==> src/rtl/sumador_serie_arbitro.sv <==
// Bit-serial N-bit adder shared by two requesters under round-robin arbitration.
// One full-adder slice and a carry flop consume one operand bit per clock, LSB first.
module sumador_serie_arbitro #(
  parameter int unsigned N = 8
) (
  input  logic         clk_i,
  input  logic         rst_i,
  input  logic         req0_i,
  input  logic [N-1:0] a0_i,
  input  logic [N-1:0] b0_i,
  input  logic         req1_i,
  input  logic [N-1:0] a1_i,
  input  logic [N-1:0] b1_i,
  output logic [1:0]   gnt_o,
  output logic         busy_o,
  output logic         owner_o,
  output logic         done_o,
  output logic [N-1:0] s_o,
  output logic         c_o
);

  localparam int unsigned CW = $clog2(N + 1);

  localparam logic [1:0] StIdle = 2'd0;
  localparam logic [1:0] StRun  = 2'd1;
  localparam logic [1:0] StFin  = 2'd2;

  logic [1:0]    state_q, state_d;
  logic [1:0]    gnt_q, gnt_d;
  logic          owner_q, owner_d;
  logic          last_q, last_d;
  logic          carry_q, carry_d;
  logic [CW-1:0] cnt_q, cnt_d;
  logic [N-1:0]  a_q, a_d;
  logic [N-1:0]  b_q, b_d;
  logic [N-1:0]  sum_q, sum_d;
  logic [N-1:0]  s_q, s_d;
  logic          c_q, c_d;
  logic          s_bit, carry_nxt, win;

  assign s_bit     = a_q[0] ^ b_q[0] ^ carry_q;
  assign carry_nxt = (a_q[0] & b_q[0]) | (a_q[0] & carry_q) | (b_q[0] & carry_q);

  always_comb begin
    state_d = state_q;
    gnt_d   = 2'b00;
    owner_d = owner_q;
    last_d  = last_q;
    carry_d = carry_q;
    cnt_d   = cnt_q;
    a_d     = a_q;
    b_d     = b_q;
    sum_d   = sum_q;
    s_d     = s_q;
    c_d     = c_q;
    win     = 1'b0;
    case (state_q)
      StIdle: begin
        if (req0_i || req1_i) begin
          // On contention the requester not served last time wins.
          win     = (req0_i && req1_i) ? ~last_q : req1_i;
          a_d     = win ? a1_i : a0_i;
          b_d     = win ? b1_i : b0_i;
          carry_d = 1'b0;
          cnt_d   = '0;
          owner_d = win;
          last_d  = win;
          gnt_d   = win ? 2'b10 : 2'b01;
          state_d = StRun;
        end
      end
      StRun: begin
        carry_d = carry_nxt;
        a_d     = a_q >> 1;
        b_d     = b_q >> 1;
        sum_d   = {s_bit, sum_q[N-1:1]};
        cnt_d   = cnt_q + CW'(1);
        if (cnt_q == CW'(N - 1)) begin
          s_d     = {s_bit, sum_q[N-1:1]};
          c_d     = carry_nxt;
          state_d = StFin;
        end
      end
      StFin:   state_d = StIdle;
      default: state_d = StIdle;
    endcase
  end

  always_ff @(posedge clk_i) begin
    if (rst_i) begin
      state_q <= StIdle;
      gnt_q   <= 2'b00;
      owner_q <= 1'b0;
      last_q  <= 1'b1;
      carry_q <= 1'b0;
      cnt_q   <= '0;
      a_q     <= '0;
      b_q     <= '0;
      sum_q   <= '0;
      s_q     <= '0;
      c_q     <= 1'b0;
    end else begin
      state_q <= state_d;
      gnt_q   <= gnt_d;
      owner_q <= owner_d;
      last_q  <= last_d;
      carry_q <= carry_d;
      cnt_q   <= cnt_d;
      a_q     <= a_d;
      b_q     <= b_d;
      sum_q   <= sum_d;
      s_q     <= s_d;
      c_q     <= c_d;
    end
  end

  assign gnt_o   = gnt_q;
  assign busy_o  = (state_q != StIdle);
  assign done_o  = (state_q == StFin);
  assign owner_o = owner_q;
  assign s_o     = s_q;
  assign c_o     = c_q;

endmodule

==> config.mk <==
export PLATFORM = sky130hd
export DESIGN_NAME = sumador_serie_arbitro
export DESIGN_NICKNAME = d
export VERILOG_FILES = /design/src/rtl/sumador_serie_arbitro.sv
export SDC_FILE = /design/constraint.sdc
export NUM_CORES = 1
export LEC_CHECK = 0
export CAP_MARGIN = 20
export CORE_UTILIZATION = 50
export CTS_CLUSTER_DIAMETER = 40
export DETAILED_ROUTE_END_ITERATION = 6
export PLACE_DENSITY = 0.91
export SKIP_CTS_REPAIR_TIMING = 1
export SLEW_MARGIN = 10
export SYNTH_ARGS = -nofsm -noshare
export SYNTH_HDL_FRONTEND = slang
export SYNTH_SLANG_ARGS = --single-unit
==> constraint.sdc <==
create_clock -name clk_i -period 2.3 [get_ports clk_i]
set_input_delay 0.69 -clock clk_i [delete_from_list [all_inputs] [get_ports clk_i]]
set_output_delay 0.69 -clock clk_i [all_outputs]
set_load 0.02 [all_outputs]
==> reports/qor.yml, run 1 <==
h-tree-depth: 2
ant_nets: 0
vias: 1476
worst_pin_slew_ns: 0.658
cts_root_buf: "clkbuf_4"
endpoint_kind: "primary output"
dr.first_iter.drc_count: 130
worstSetupPathType: "flop to primary output"
r2r-start: "state_q[0]"
grt_antenna_before_repair: 0
core_area_mm2: 0.00336
yosysSeqAreaShare_pct: 49.0
peakVddDrop_v: 0.000348
fmax_mhz: 464
io_pins: 50
placed_cell_area_mm2: 0.00224
hpwl_um: 2560
synth_top_area_share_pct: 49.0
worst_slack_ns: 0.144
min_to: "sum_q[1]"
crit_fanout: 4
final_area_mm2: 0.00229
grt_setup_unrepaired: "false"
setup_violations: 0
totalWireLength_um: 3690
required_ns: 1.61
die_h_um: 61.3
r2r_cells: 5
p_seq_share_pct: 58.3
postSynthCellCount: 183
start_util_pct: 52.2
avgViaCountPerCell: 5.35
fin_skew_ns: 0.00721
nNetsFinal: 267
drive_gt1_share_pct: 6.52
yosys_warnings: 0
yosys_register_bits: 43
worstSetupStartpointType: "flop"
dpl_worst_slack_ns: 0.103
yosysTopAreaCell: "dfxtp_1"
reg2reg_to: "b_q[7]"
wl_per_cell_um: 13.4
power_density_mw_per_mm2: 603
grt_overflow: 0
synth.avg_cell_area_um2: 9.60
worstSkewPairLatency_ns: 0.34
syn_to_final_growth_pct: 30.5
grt_pass1_vias: 1314
cts_buffers: 5
p_comb_share_pct: 17.0
p_switching_w: 0.000360
cts_sinks: 43
synth_common_cells: "dfxtp_1, a22oi_1, a21oi_1"
min_from: "sum_q[1]"
p_int_w: 0.00102
drcViolationCount: 0
synth_edf_count: 0
status: "finished, final reports clean"
whs_path_depth: 2
max_slew_margin_pct: 56.1
crit_start: "state_q[1]"
clkTransAtPathRegs_ns: 0.11
maxCapViolCount: 0
fp.dieW_um: 61.3
cts_tree: "built"
synth_cell_types: 30
synth_area_mm2: 0.00176
ys.flop_type: "dfxtp_1"
report.final.slew_viol_count: 0
async_flop_share_pct: 0
grt_max_degree: 44
dieArea_mm2: 0.00375
fin_crit_sh_pct: 93.8
min_path_type: "flop to flop"
syn_nets: 221
synth.most_common_cell: "dfxtp_1"
grt_pass1_wl_um: 5620
arrival_ns: 1.47
p_clk_share_pct: 24.8
first_pass_iters: 5
period_needed_ns: 2.16
track_usage_pct: 20.4
total_leakage_power_nw: 0.824
gp_congestion: 0.684
finalHoldViolations: 0
cts_buffer_depth: 2
reg2reg_setup_slack_ns: 0.63
io_buffers: 49
diodes: 0
setup_tns_ns: 0
netSwitchingFraction_pct: 26.0
row_count: 21
synth.area.top_cells: "dfxtp_1, a22oi_1, a21oi_1"
[worst max-delay path by stage]
stage	endpoint	slack [ns]	cells past startpoint
3_3_place_gp	a_q[1]	0.14	5
2_1_floorplan	cnt_q[2]	0.69	5
6_report	done_o	0.14	2
5_1_grt	busy_o	0.05	3
3_5_place_dp	b_q[7]	0.10	5
4_1_cts	done_o	0.12	2
[sequential cells by signal, summed over array words and instances, names as in the netlist]
name	count
a_q	8
b_q	8
s_o	8
sum_q	7
cnt_q	4
gnt_o	2
state_q	2
c_o	1
carry_q	1
last_q	1
owner_o	1
[power groups by stage]
| stage | sequential, W | clock (W) | combinational [W] |
|---|---|---|---|
| 6_report | 0.000806 | 0.000343 | 0.000235 |
| 5_1_grt | 0.000810 | 0.000388 | 0.000253 |
| 4_1_cts | 0.000806 | 0.000355 | 0.000234 |
| 3_5_place_dp | 0.000822 | 0 | 0.000232 |
| 3_3_place_gp | 0.000821 | 0 | 0.000228 |
| 2_1_floorplan | 0.000820 | 0 | 0.000146 |
[through the flow]
step / total power, W / instances / hold WS [ns] / util (%)
2_1_floorplan: 0.000967 / 183 / 0.436 / -
3_3_place_gp: 0.00105 / 268 / 0.447 / 66.7
3_5_place_dp: 0.00105 / 268 / 0.456 / 66.7
4_1_cts: 0.00139 / 276 / 0.473 / 68.2
5_1_grt: 0.00145 / 276 / 0.490 / 68.2
6_report: 0.00138 / 276 / 0.467 / 68.2
[logic make-up (layout without fill, tap and decap cells)]
logic type,count (synthesis),in the layout,share of synthesized area [%]
mux,9,9,5.13
compound gates,61,61,23.1
flops,43,43,49.0
buf+inv,17,64,6.84
simple gates,51,51,14.1
fa+ha+maj,2,2,1.85
[per-layer routing]
metal	wire (um)	vias up	track usage, %	part of all wire (%)
li1	-	742	-	-
met1	1600	677	25.4	43
met2	1880	51	34.6	51
met3	175	6	3.78	4.7
met4	41	0	8.77	1.1
met5	0	-	0	0
[cells in the final DEF (no fill, tap or decap), types with 2 or more instances in the layout]
master	instances
a21oi_1	26
a222oi_1	2
a22oi_1	30
and3_1	2
buf_4	4
clkbuf_1	2
clkbuf_4	5
clkdlybuf4s50_1	49
dfxtp_1	43
inv_1	2
mux2i_1	9
nand2_1	16
nand2b_1	2
nor2_1	17
nor2b_1	3
nor3_1	3
[worst max-delay path, stage by stage, from the launching register on]
cell and delay, ns:
dfxtp_1 0.39, nor2b_1 0.14, clkdlybuf4s50_1 0.61
[cell type report]
cell class              instances  area (um2)
clock inverters                 1        5.00
clock buffers                   7        45.0
flip-flops and latches         43         861
fillers                       283        1070
multi-input cells             123         776
repair buffers                 54         541
well taps                      46        57.6
inverters                       2        7.51
(Power assumes the default switching activity.)
==> inputs of run 2 (changes only) <==
--- a/config.mk
+++ b/config.mk
@@ -10,6 +10,7 @@
 export CTS_CLUSTER_DIAMETER = 40
 export DETAILED_ROUTE_END_ITERATION = 6
 export PLACE_DENSITY = 0.91
+export SETUP_SLACK_MARGIN = 0.2
 export SKIP_CTS_REPAIR_TIMING = 1
 export SLEW_MARGIN = 10
 export SYNTH_ARGS = -nofsm -noshare
==> run 2 against run 1 <==
Clock power about the same. Critical path depth down 1. Worst setup slack better by 0.15 ns. Die area unchanged. Final area up 0.22%. Fmax up 7.7%. First-iteration DRC count up 1.5%. Via count up 0.75%. Critical path type unchanged. Critical endpoint is now owner_o.
==> reports/qor.yml, run 2 (synthesis results as in run 1) <==
status: "finished, final reports clean"
p_clk_share_pct: 24.7  # about the same
io_pins: 50  # unchanged
dr.first_iter.drc_count: 132  # +1.5%
cts_sinks: 43  # unchanged
arrival_ns: 1.31  # -0.16 ns
cts_buffers: 5  # unchanged
power_density_mw_per_mm2: 601  # -0.33%
p_seq_share_pct: 58.3  # about the same
total_leakage_power_nw: 0.855  # +3.8%
syn_to_final_growth_pct: 30.8
setup_tns_ns: 0  # unchanged
nNetsFinal: 267  # unchanged
avgViaCountPerCell: 5.39  # +0.75%
dieArea_mm2: 0.00375  # unchanged
grt_max_degree: 44  # unchanged
maxCapViolCount: 0  # unchanged
endpoint_kind: "primary output"
cts_buffer_depth: 2  # unchanged
max_slew_margin_pct: 57.1  # +0.97 points
p_comb_share_pct: 17.0  # about the same
cts_tree: "built"
worstSetupPathType: "flop to primary output"
ant_nets: 0  # unchanged
finalHoldViolations: 0  # unchanged
cp_num_buf_inv: 1  # unchanged
dpl_worst_slack_ns: 0.103  # unchanged
drive_gt1_share_pct: 6.52  # unchanged
reg2reg_setup_slack_ns: 0.61  # -0.02 ns
path_depth: 1  # -1
stdcell_count: 276  # unchanged
power.total_w: 0.00138  # -0.11%
slowest_stage: "clkdlybuf4s50_1"
grt_pass1_wl_um: 5620  # unchanged
hpwl_um: 2560  # unchanged
p_switching_w: 0.000358  # -0.32%
worstSetupStartpointType: "flop"
worst_slack_ns: 0.297  # +0.154 ns
track_usage_pct: 20.4  # unchanged
drcViolationCount: 0  # unchanged
vias: 1487  # +0.75%
period_needed_ns: 2.00  # -0.154 ns
diodes: 0  # unchanged
core_area_mm2: 0.00336  # unchanged
worstPathCellList: "clkdlybuf4s50_1"
cts_root_buf: "clkbuf_4"
clkTransAtPathRegs_ns: 0.12  # about the same
crit_fanout: 2  # -2
p_int_w: 0.00102  # about the same
path_delay_family: "buffers and inverters"
gp_congestion: 0.684  # unchanged
report.final.slew_viol_count: 0  # unchanged
totalWireLength_um: 3690  # about the same
peakVddDrop_v: 0.000348  # about the same
row_count: 21  # unchanged
fmax_mhz: 499  # +7.7%
fin_skew_ns: 0.0113  # +0.00407 ns
worst_pin_slew_ns: 0.644  # -0.0146 ns
io_buffers: 49  # unchanged
die_h_um: 61.3  # unchanged
slowest_delay_ns: 0.62  # about the same
grt_setup_unrepaired: "false"
setup_violations: 0  # unchanged
final_common_cell: "clkdlybuf4s50_1"
wl_per_cell_um: 13.4  # about the same
final_cell_mix: "clkdlybuf4s50_1, dfxtp_1, a22oi_1"
h-tree-depth: 2  # unchanged
post-place-cells: 268  # unchanged
start_util_pct: 52.2  # unchanged
whs_path_depth: 2  # unchanged
netSwitchingFraction_pct: 25.9  # -0.055 points
grt_pass1_vias: 1314  # unchanged
fp.dieW_um: 61.3  # unchanged
min_path_type: "flop to flop"
r2r_cells: 5  # unchanged
hold_ws_ns: 0.467  # +0.00000100 ns
grt_antenna_before_repair: 0  # unchanged
fin_crit_sh_pct: 87.1  # -6.7 points
required_ns: 1.61  # about the same
first_pass_iters: 4  # -1
grt_overflow: 0  # unchanged
worstSkewPairLatency_ns: 0.35  # about the same
## run 2: final timing paths
check              from       end
max             owner_o   owner_o
min            sum_q[1]  sum_q[1]
max reg2reg  state_q[0]    b_q[7]
min reg2reg    sum_q[1]  sum_q[1]
## run 2: cell type report
| cell class | count | area (um2) |
|---|---|---|
| clock buffers | 7 | 45.0 |
| clock inverters | 1 | 5.00 |
| fillers | 283 | 1070 |
| inverters | 2 | 7.51 |
| multi-input cells | 123 | 776 |
| flip-flops and latches | 43 | 861 |
| well taps | 46 | 57.6 |
| repair buffers | 54 | 546 |
## run 2: per-stage QoR
stage | instance area, um2 | utilization [%]
global placement | 2240 | 66.7
floorplan | 1760 | -
detailed placement | 2240 | 66.7
finish | 2300 | 68.3
global route | 2300 | 68.3
CTS | 2290 | 68.2
## run 2: routing by layer
metal	GRT usage [%]	up-vias	wire, um	share of wire (%)
met4	8.77	0	58	1.6
met2	34.6	49	1870	51
met1	25.4	688	1590	43
met3	3.78	7	174	4.7
li1	-	743	-	-
met5	0	-	0	0
## run 2: worst register-to-register path: cells and delay by family, from the launching register on
kind,cells,cell delay [ns]
AND/OR/NAND/NOR,2,0.57
AO/OA/AOI/OAI,2,0.42
flip-flops,1,0.42
buffers and inverters,1,0.20
## run 2: power by group through the flow
stage | combinational, W | sequential, W | clock (W)
floorplan | 0.000146 | 0.000820 | 0
global placement | 0.000228 | 0.000821 | 0
detailed placement | 0.000232 | 0.000822 | 0
CTS | 0.000234 | 0.000806 | 0.000355
global route | 0.000253 | 0.000810 | 0.000388
finish | 0.000234 | 0.000805 | 0.000342
